### src/rtl/regfile_wb_scheduler_pkg.sv
// Shared register-file constants for the writeback scheduler and its neighbours.
// Contents: address/data widths, register count, the x0 constant and a helper
// that turns a destination address into a scoreboard bit mask.
package rv_regfile_pkg;

  localparam int REG_ADDR_W = 5;
  localparam int XLEN       = 32;
  localparam int NREGS      = 32;

  localparam logic [REG_ADDR_W-1:0] REG_ZERO = '0;

  // One-hot scoreboard mask for a register; x0 never maps to a bit.
  function automatic logic [NREGS-1:0] reg_mask(input logic [REG_ADDR_W-1:0] addr);
    logic [NREGS-1:0] m;
    m = '0;
    if (addr != REG_ZERO) m[addr] = 1'b1;
    return m;
  endfunction

endpackage

### src/rtl/regfile_wb_scheduler_if.sv
// Bundle of writeback-request, reservation and regfile write-port signals.
// Ports: req_* (NREQ requesters), alloc_* (decode reservation), flush, busy,
// we3/rd/wd3 (regfile write port). slave = scheduler side, master = environment.
interface regfile_wb_scheduler_if #(
  parameter int NREQ = 3
);
  import rv_regfile_pkg::*;

  logic [NREQ-1:0]            req_valid;
  logic [NREQ-1:0]            req_ready;
  logic [REG_ADDR_W*NREQ-1:0] req_rd;
  logic [XLEN*NREQ-1:0]       req_data;
  logic                       alloc_valid;
  logic [REG_ADDR_W-1:0]      alloc_rd;
  logic                       alloc_ready;
  logic                       flush;
  logic [NREGS-1:0]           busy;
  logic                       we3;
  logic [REG_ADDR_W-1:0]      rd;
  logic [XLEN-1:0]            wd3;

  modport slave (
    input  req_valid, req_rd, req_data, alloc_valid, alloc_rd, flush,
    output req_ready, alloc_ready, busy, we3, rd, wd3
  );

  modport master (
    output req_valid, req_rd, req_data, alloc_valid, alloc_rd, flush,
    input  req_ready, alloc_ready, busy, we3, rd, wd3
  );

endinterface

### src/rtl/regfile_wb_scheduler_rr_arbiter.sv
// Round-robin arbiter: purely combinational, first requester at or after ptr wins.
// Ports: req (request vector), ptr (highest-priority index) -> grant (one-hot),
// idx (encoded winner), any (some request granted).
module rr_arbiter #(
  parameter int N  = 3,
  parameter int IW = (N > 1) ? $clog2(N) : 1
) (
  input  logic [N-1:0]  req,
  input  logic [IW-1:0] ptr,
  output logic [N-1:0]  grant,
  output logic [IW-1:0] idx,
  output logic          any
);

  logic [IW:0]   sum;
  logic [IW-1:0] cand;

  always_comb begin
    grant = '0;
    idx   = '0;
    any   = 1'b0;
    sum   = '0;
    cand  = '0;
    for (int k = 0; k < N; k++) begin
      // Walk ptr, ptr+1, ... with an explicit wrap so non-power-of-two N works.
      sum = {1'b0, ptr} + (IW+1)'(k);
      if (sum >= (IW+1)'(N)) sum = sum - (IW+1)'(N);
      cand = sum[IW-1:0];
      if (!any && req[cand]) begin
        any         = 1'b1;
        grant[cand] = 1'b1;
        idx         = cand;
      end
    end
  end

endmodule

### src/rtl/regfile_wb_scheduler.sv
// Writeback scheduler: round-robin share of the regfile write port plus busy scoreboard.
// Ports: clk, resetn (async active-low), bus (slave modport: requests, allocs,
// flush, busy, registered we3/rd/wd3 one cycle after the grant edge).
module regfile_wb_scheduler #(
  parameter int NREQ = 3
) (
  input  logic                   clk,
  input  logic                   resetn,
  regfile_wb_scheduler_if.slave  bus
);
  import rv_regfile_pkg::*;

  localparam int IW = $clog2(NREQ);

  logic [IW-1:0]         ptr;
  logic [NREQ-1:0]       grant;
  logic [IW-1:0]         gidx;
  logic                  hs;
  logic [REG_ADDR_W-1:0] g_rd;
  logic [XLEN-1:0]       g_data;
  logic [NREGS-1:0]      busy_q;
  logic                  we3_q;
  logic [REG_ADDR_W-1:0] rd_q;
  logic [XLEN-1:0]       wd3_q;
  logic                  alloc_ok;
  logic [NREGS-1:0]      set_mask;
  logic [NREGS-1:0]      clr_mask;

  // Flush masks the requests so no grant (and no pointer move) can happen.
  rr_arbiter #(.N(NREQ), .IW(IW)) u_arb (
    .req   (bus.req_valid & {NREQ{!bus.flush}}),
    .ptr   (ptr),
    .grant (grant),
    .idx   (gidx),
    .any   (hs)
  );

  assign bus.req_ready = grant;

  always_comb begin
    g_rd   = bus.req_rd[gidx*REG_ADDR_W +: REG_ADDR_W];
    g_data = bus.req_data[gidx*XLEN +: XLEN];
  end

  // x0 is always reservable; any other register only when not already pending.
  assign alloc_ok        = !bus.flush && (bus.alloc_rd == REG_ZERO || !busy_q[bus.alloc_rd]);
  assign bus.alloc_ready = alloc_ok;

  // The clear follows the registered write, so it lands on the regfile commit edge.
  assign set_mask = (bus.alloc_valid && alloc_ok) ? reg_mask(bus.alloc_rd) : '0;
  assign clr_mask = we3_q ? reg_mask(rd_q) : '0;

  always_ff @(posedge clk or negedge resetn) begin
    if (!resetn) begin
      ptr <= '0;
    end else if (hs) begin
      ptr <= (gidx == IW'(NREQ-1)) ? '0 : gidx + IW'(1);
    end
  end

  always_ff @(posedge clk or negedge resetn) begin
    if (!resetn) begin
      we3_q <= 1'b0;
      rd_q  <= '0;
      wd3_q <= '0;
    end else begin
      // A write to x0 still consumes the grant but never pulses the enable.
      we3_q <= hs && (g_rd != REG_ZERO);
      if (hs) begin
        rd_q  <= g_rd;
        wd3_q <= g_data;
      end
    end
  end

  always_ff @(posedge clk or negedge resetn) begin
    if (!resetn) begin
      busy_q <= '0;
    end else if (bus.flush) begin
      busy_q <= '0;
    end else begin
      busy_q <= (busy_q & ~clr_mask) | set_mask;
    end
  end

  assign bus.busy = busy_q;
  assign bus.we3  = we3_q;
  assign bus.rd   = rd_q;
  assign bus.wd3  = wd3_q;

endmodule

### src/flat_wrapper.sv
// flat-port wrapper written by rule: the top's interface ports become plain ports
module regfile_wb_scheduler_flat import rv_regfile_pkg::*;
#(
  parameter int NREQ = 3
)
  (clk, resetn, bus_req_valid, bus_req_rd, bus_req_data, bus_alloc_valid, bus_alloc_rd, bus_flush, bus_req_ready, bus_alloc_ready, bus_busy, bus_we3, bus_rd, bus_wd3);
  regfile_wb_scheduler_if #(.NREQ(NREQ)) bus_i ();
  input  logic clk;
  input  logic resetn;
  input wire logic [$bits(bus_i.req_valid)-1:0] bus_req_valid;
  input wire logic [$bits(bus_i.req_rd)-1:0] bus_req_rd;
  input wire logic [$bits(bus_i.req_data)-1:0] bus_req_data;
  input wire logic [$bits(bus_i.alloc_valid)-1:0] bus_alloc_valid;
  input wire logic [$bits(bus_i.alloc_rd)-1:0] bus_alloc_rd;
  input wire logic [$bits(bus_i.flush)-1:0] bus_flush;
  output wire logic [$bits(bus_i.req_ready)-1:0] bus_req_ready;
  output wire logic [$bits(bus_i.alloc_ready)-1:0] bus_alloc_ready;
  output wire logic [$bits(bus_i.busy)-1:0] bus_busy;
  output wire logic [$bits(bus_i.we3)-1:0] bus_we3;
  output wire logic [$bits(bus_i.rd)-1:0] bus_rd;
  output wire logic [$bits(bus_i.wd3)-1:0] bus_wd3;
  assign bus_i.req_valid = bus_req_valid;
  assign bus_i.req_rd = bus_req_rd;
  assign bus_i.req_data = bus_req_data;
  assign bus_i.alloc_valid = bus_alloc_valid;
  assign bus_i.alloc_rd = bus_alloc_rd;
  assign bus_i.flush = bus_flush;
  assign bus_req_ready = bus_i.req_ready;
  assign bus_alloc_ready = bus_i.alloc_ready;
  assign bus_busy = bus_i.busy;
  assign bus_we3 = bus_i.we3;
  assign bus_rd = bus_i.rd;
  assign bus_wd3 = bus_i.wd3;
  regfile_wb_scheduler #(.NREQ(NREQ)) u_core (.clk(clk), .resetn(resetn), .bus(bus_i));
endmodule
### config.mk
export PLATFORM = sky130hd
export DESIGN_NAME = regfile_wb_scheduler_flat
export DESIGN_NICKNAME = d
export VERILOG_FILES = /design/src/rtl/regfile_wb_scheduler_pkg.sv /design/src/rtl/regfile_wb_scheduler_if.sv /design/src/rtl/regfile_wb_scheduler_rr_arbiter.sv /design/src/rtl/regfile_wb_scheduler.sv /design/src/flat_wrapper.sv
export SDC_FILE = /design/constraint.sdc
export NUM_CORES = 1
export LEC_CHECK = 0
export CAP_MARGIN = 20
export CELL_PAD_IN_SITES_DETAIL_PLACEMENT = 0
export CELL_PAD_IN_SITES_GLOBAL_PLACEMENT = 2
export CORE_MARGIN = 2
export CORE_UTILIZATION = 27
export CTS_BUF_LIST = sky130_fd_sc_hd__clkbuf_8
export DETAILED_ROUTE_END_ITERATION = 7
export HOLD_SLACK_MARGIN = 0.06
export PLACE_DENSITY = 0.95
export SLEW_MARGIN = 20
export SYNTH_ARGS = -nofsm -noshare
export SYNTH_HDL_FRONTEND = slang
export SYNTH_SLANG_ARGS = --single-unit
### constraint.sdc
create_clock -name clk -period 5.51 [get_ports clk]
set_clock_uncertainty 0.15 [all_clocks]
set_input_delay 1.3775 -clock clk [delete_from_list [all_inputs] [get_ports clk]]
set_output_delay 1.3775 -clock clk [all_outputs]
set_load 0.02 [all_outputs]
==> impl_summary.md <==
Clock network
The H-tree generated during clock tree synthesis spans 3 levels. The later pin in the worst-skew pair is clocked with a latency of 0.35 ns. The number of sinks driven by the clock tree is 72. The root buffer cell is clkbuf_8. The number of setup buffers added after CTS is 0.

The hold buffer count at CTS is 0. After clock tree synthesis, the clock-pin slew on the worst setup and hold paths is 0.07 ns. The CTS buffer count is 9. TritonCTS built the clock tree. The buffer depth of the longest clock path is 2.

Timing
Setup repair after global routing left no endpoint under its margin. The total count of max-transition violations in the final report was 0. The maximum operating frequency is approximately 0.19 GHz. In this run the tightest slew margin relative to its limit is 37.5%. The transition time of the tightest slew-check pin is 0.938 ns. The time the final worst path needs with I/O delays and setup is 5.30 ns.

Of the available clock period, the critical path in the final layout requires 96.1%. The count of endpoints failing hold in the final timing report is 0. The final setup violation count is 0.

Min path
The worst hold path begins at u_core.bus.wd3[2]$_DFFE_PN0P_. The worst hold-check path type is reg -> reg.

Drt
The first-pass detailed-route iteration total is 4. The routed wire length is 14500 µm. Once detail routing completed, the nets flagged for antenna violations numbered 0. The via density per instance is 4.91. For this run, design rule violations remaining after detail routing come to 0. The routed wire length per instance is 16.4 µm. The routed layout has 4330 vias. The number of DRC violations after detailed-routing iteration 0 is between 200 and 250.

Worst setup path
The type of the setup path with the least slack is in -> out. Walking the worst path, the cells encountered are clkdlybuf4s50_1, buf_4, mux4_2, mux4_2, nand2b_1, o21a_4, nor2b_1, dlygate4sd2_1. On the worst path, the slowest cell contributes a delay of 0.53 ns. The launch point of the critical path is bus_alloc_rd[0]. In this run the worst path has a maximum fanout of 7. The critical path ends at bus_alloc_ready. The worst register-to-register path has a setup slack of 2.42 ns. The worst register-to-register path begins at u_core.ptr[1]$_DFFE_PN0P_. The element type at the critical path end is an output pin. The capture point of the worst reg-to-reg path is u_core.bus.wd3[11]$_DFFE_PN0P_. The number of cells on the worst reg-to-reg path is 10. The critical path data required time is 3.98 ns. The data arrival time of the worst path is 3.77 ns.

The most frequent cell on the critical path is mux4_2. The slowest stage of the critical path is the mux4_2 cell. The critical path startpoint category is an input port.

Global route
The total overflow left after global routing is 0. The aggregate global-route resource usage is between 10% and 20%. The maximum number of pins on one net before global-route repair is 78. The initial antenna violation count is 0. The first-pass GRT wire length is 23000 µm. The via count of the first global-routing pass is 4428.

Die
The die span in y is between 100 and 150 µm. The placeable core region is ~0.017 mm². The die covers 0.0179 mm². The width of the chip is 134 µm. The starting density of the core is 27.5%. The floorplan has 47 rows.

The count of pins on the block boundary is ~200.

Cells and area
The repair_antennas step left the layout with diodes totalling 0. Cells fill 42.0% of the core in the end. The ratio of cells with drive above 1 in the final layout is around 8.5%.

The net total in the final layout is 783. Once layout is complete, the cells apart from fillers number approximately 880. The area growth from synthesis to layout is 52.8%.

Yosys
Among all flip-flop cells after synthesis, the most frequent one is dfrtp_1. The number of nets produced by synthesis is 594. By count the netlist is led by 72 x dfrtp_1, 44 x nor2_1, 39 x mux2i_1. In this run, distinct cell masters in the synthesized netlist total 49.

The number of synthesized flops with an enable pin is 0. The gate count of the mapped netlist is 467. The synthesis-stage register bit count is 72.

Of the post-synthesis cell area, the dominant cell type holds around 40%. The post-synthesis sequential area ratio is 39.7%. During synthesis, Yosys emitted a total of 0 warnings. The cell area after synthesis is about 0.0045 mm². The proportion of synthesized flip-flops having asynchronous set or reset is 100%. The top cell type by total area after synthesis is dfrtp_1. Sorting the synthesized cells by area gives the leading types as dfrtp_1 40%, mux2i_1 8.6%, a211oi_1 5.6%. Yosys instantiated no cell more often than dfrtp_1. The mean cell area of the mapped netlist is 9.72 µm².

Placement
Including well taps, the total number of placed cells is between 800 and 900. The congestion estimate from routability-driven global placement came to just over 0.9. The wire-length estimate of the detail-placed layout is ~11000 µm.

The total of buffers placed on input and output ports is 196.

Power and ir drop
Summed over all cells, the static leakage comes to 2.90 nW. The power density over cell area is slightly above 400 mW/mm². The worst voltage drop across the vdd grid is 0.274 mV.

Status
The flow ran to the end, and the final reports show no timing, DRC or antenna violations.

Job
Across the run, the number of max-cap violations was 0.
-- how the worst min path moves through the flow --
stage | endpoint | slack, ns | cells after the start
floorplan | u_core.ptr[0]$_DFFE_PN0P_ | 0.35 | 2
global placement | u_core.bus.wd3[15]$_DFFE_PN0P_ | 0.31 | 1
detailed placement | u_core.bus.wd3[12]$_DFFE_PN0P_ | 0.32 | 1
CTS | u_core.bus.wd3[5]$_DFFE_PN0P_ | 0.33 | 1
global route | u_core.bus.wd3[15]$_DFFE_PN0P_ | 0.35 | 1
finish | u_core.bus.wd3[2]$_DFFE_PN0P_ | 0.33 | 1
-- timing repair --
action                                  CTS  global route
hold endpoints to repair                  0             0
gates resized for setup                   1             0
endpoints found under the setup margin    1             0
-- cell type report --
| class | instances | area (µm²) |
|---|---|---|
| clock buffer | 11 | 151 |
| fill | 1578 | 9590 |
| sequential | 72 | 1800 |
| multi-input combinational | 354 | 2540 |
| timing repair buffer | 212 | 2090 |
| inverter | 7 | 26.3 |
| clock inverter | 5 | 48.8 |
| tap | 220 | 275 |
-- per-layer routing --
layer,share of wire [%],up-vias,GRT usage (%)
met5,0,-,0
met4,2.0,0,6.38
met3,7.8,22,3.77
met2,49,211,28.3
met1,41,2023,19.4
li1,-,2074,-
-- state kept, by name, summed over array words and instances, names as in the netlist --
name,cells
u_core.bus.rd,5
u_core.bus.wd3,32
u_core.bus.we3,1
u_core.ptr,2
u_core.bus.busy,32
-- placed cells by master, fill, tap and decap left out, types with 3 or more instances in the layout --
| cell type | count |
|---|---|
| a211oi_1 | 34 |
| a21o_1 | 33 |
| a21oi_1 | 4 |
| buf_4 | 16 |
| clkbuf_8 | 11 |
| clkdlybuf4s50_1 | 194 |
| dfrtp_1 | 72 |
| ha_1 | 4 |
| inv_1 | 10 |
| mux2_2 | 7 |
| mux2i_1 | 39 |
| mux4_1 | 3 |
| mux4_2 | 7 |
| nand2_1 | 35 |
| nand2b_1 | 6 |
| nand3_1 | 6 |
| nand3b_1 | 18 |
| nor2_1 | 43 |
| nor2b_1 | 23 |
| nor3b_1 | 5 |
| o21ai_0 | 34 |
| o21ai_1 | 22 |
-- critical path: cells and delay by family --
family,cells,cell delay (ns)
multiplexers,2,0.99
AND/OR/NAND/NOR,2,0.24
AO/OA/AOI/OAI,1,0.13
buffers and inverters,3,1.00
-- power by group --
| group | total [mW] | internal, mW | leakage [nW] | switching (mW) |
|---|---|---|---|---|
| clock | 0.423 | 0.229 | 0.109 | 0.194 |
| combinational | 1.56 | 0.732 | 1.86 | 0.823 |
| sequential | 0.829 | 0.689 | 0.929 | 0.140 |
| total | 2.81 | 1.65 | 2.90 | 1.16 |
-- through the flow --
step / power [mW] / cell area, µm² / worst slack, ns / hold WS [ns] / TNS, ns
final: 2.81 / 6930 / 0.215 / 0.330 / 0
after global routing: 3.01 / 6930 / 0.126 / 0.348 / 0
after CTS: 2.85 / 6930 / 0.206 / 0.332 / 0
after detailed placement: 2.41 / 6740 / -0.0469 / 0.315 / -0.0469
after global placement: 2.39 / 6740 / -0.0124 / 0.309 / -0.0124
after floorplan: 1.78 / 4540 / 0.749 / 0.353 / 0
-- logic make-up (layout without fill, tap and decap cells) --
kind of cell    after synthesis  after routing  share of synthesized area (%)
mux                          56             56                           15.6
flops                        72             72                           39.7
buf+inv                      41            235                           4.77
compound gates              139            139                           20.1
fa+ha+maj                     4              4                           1.10
simple gates                155            155                           18.8
Power figures use the tool's default switching activity.
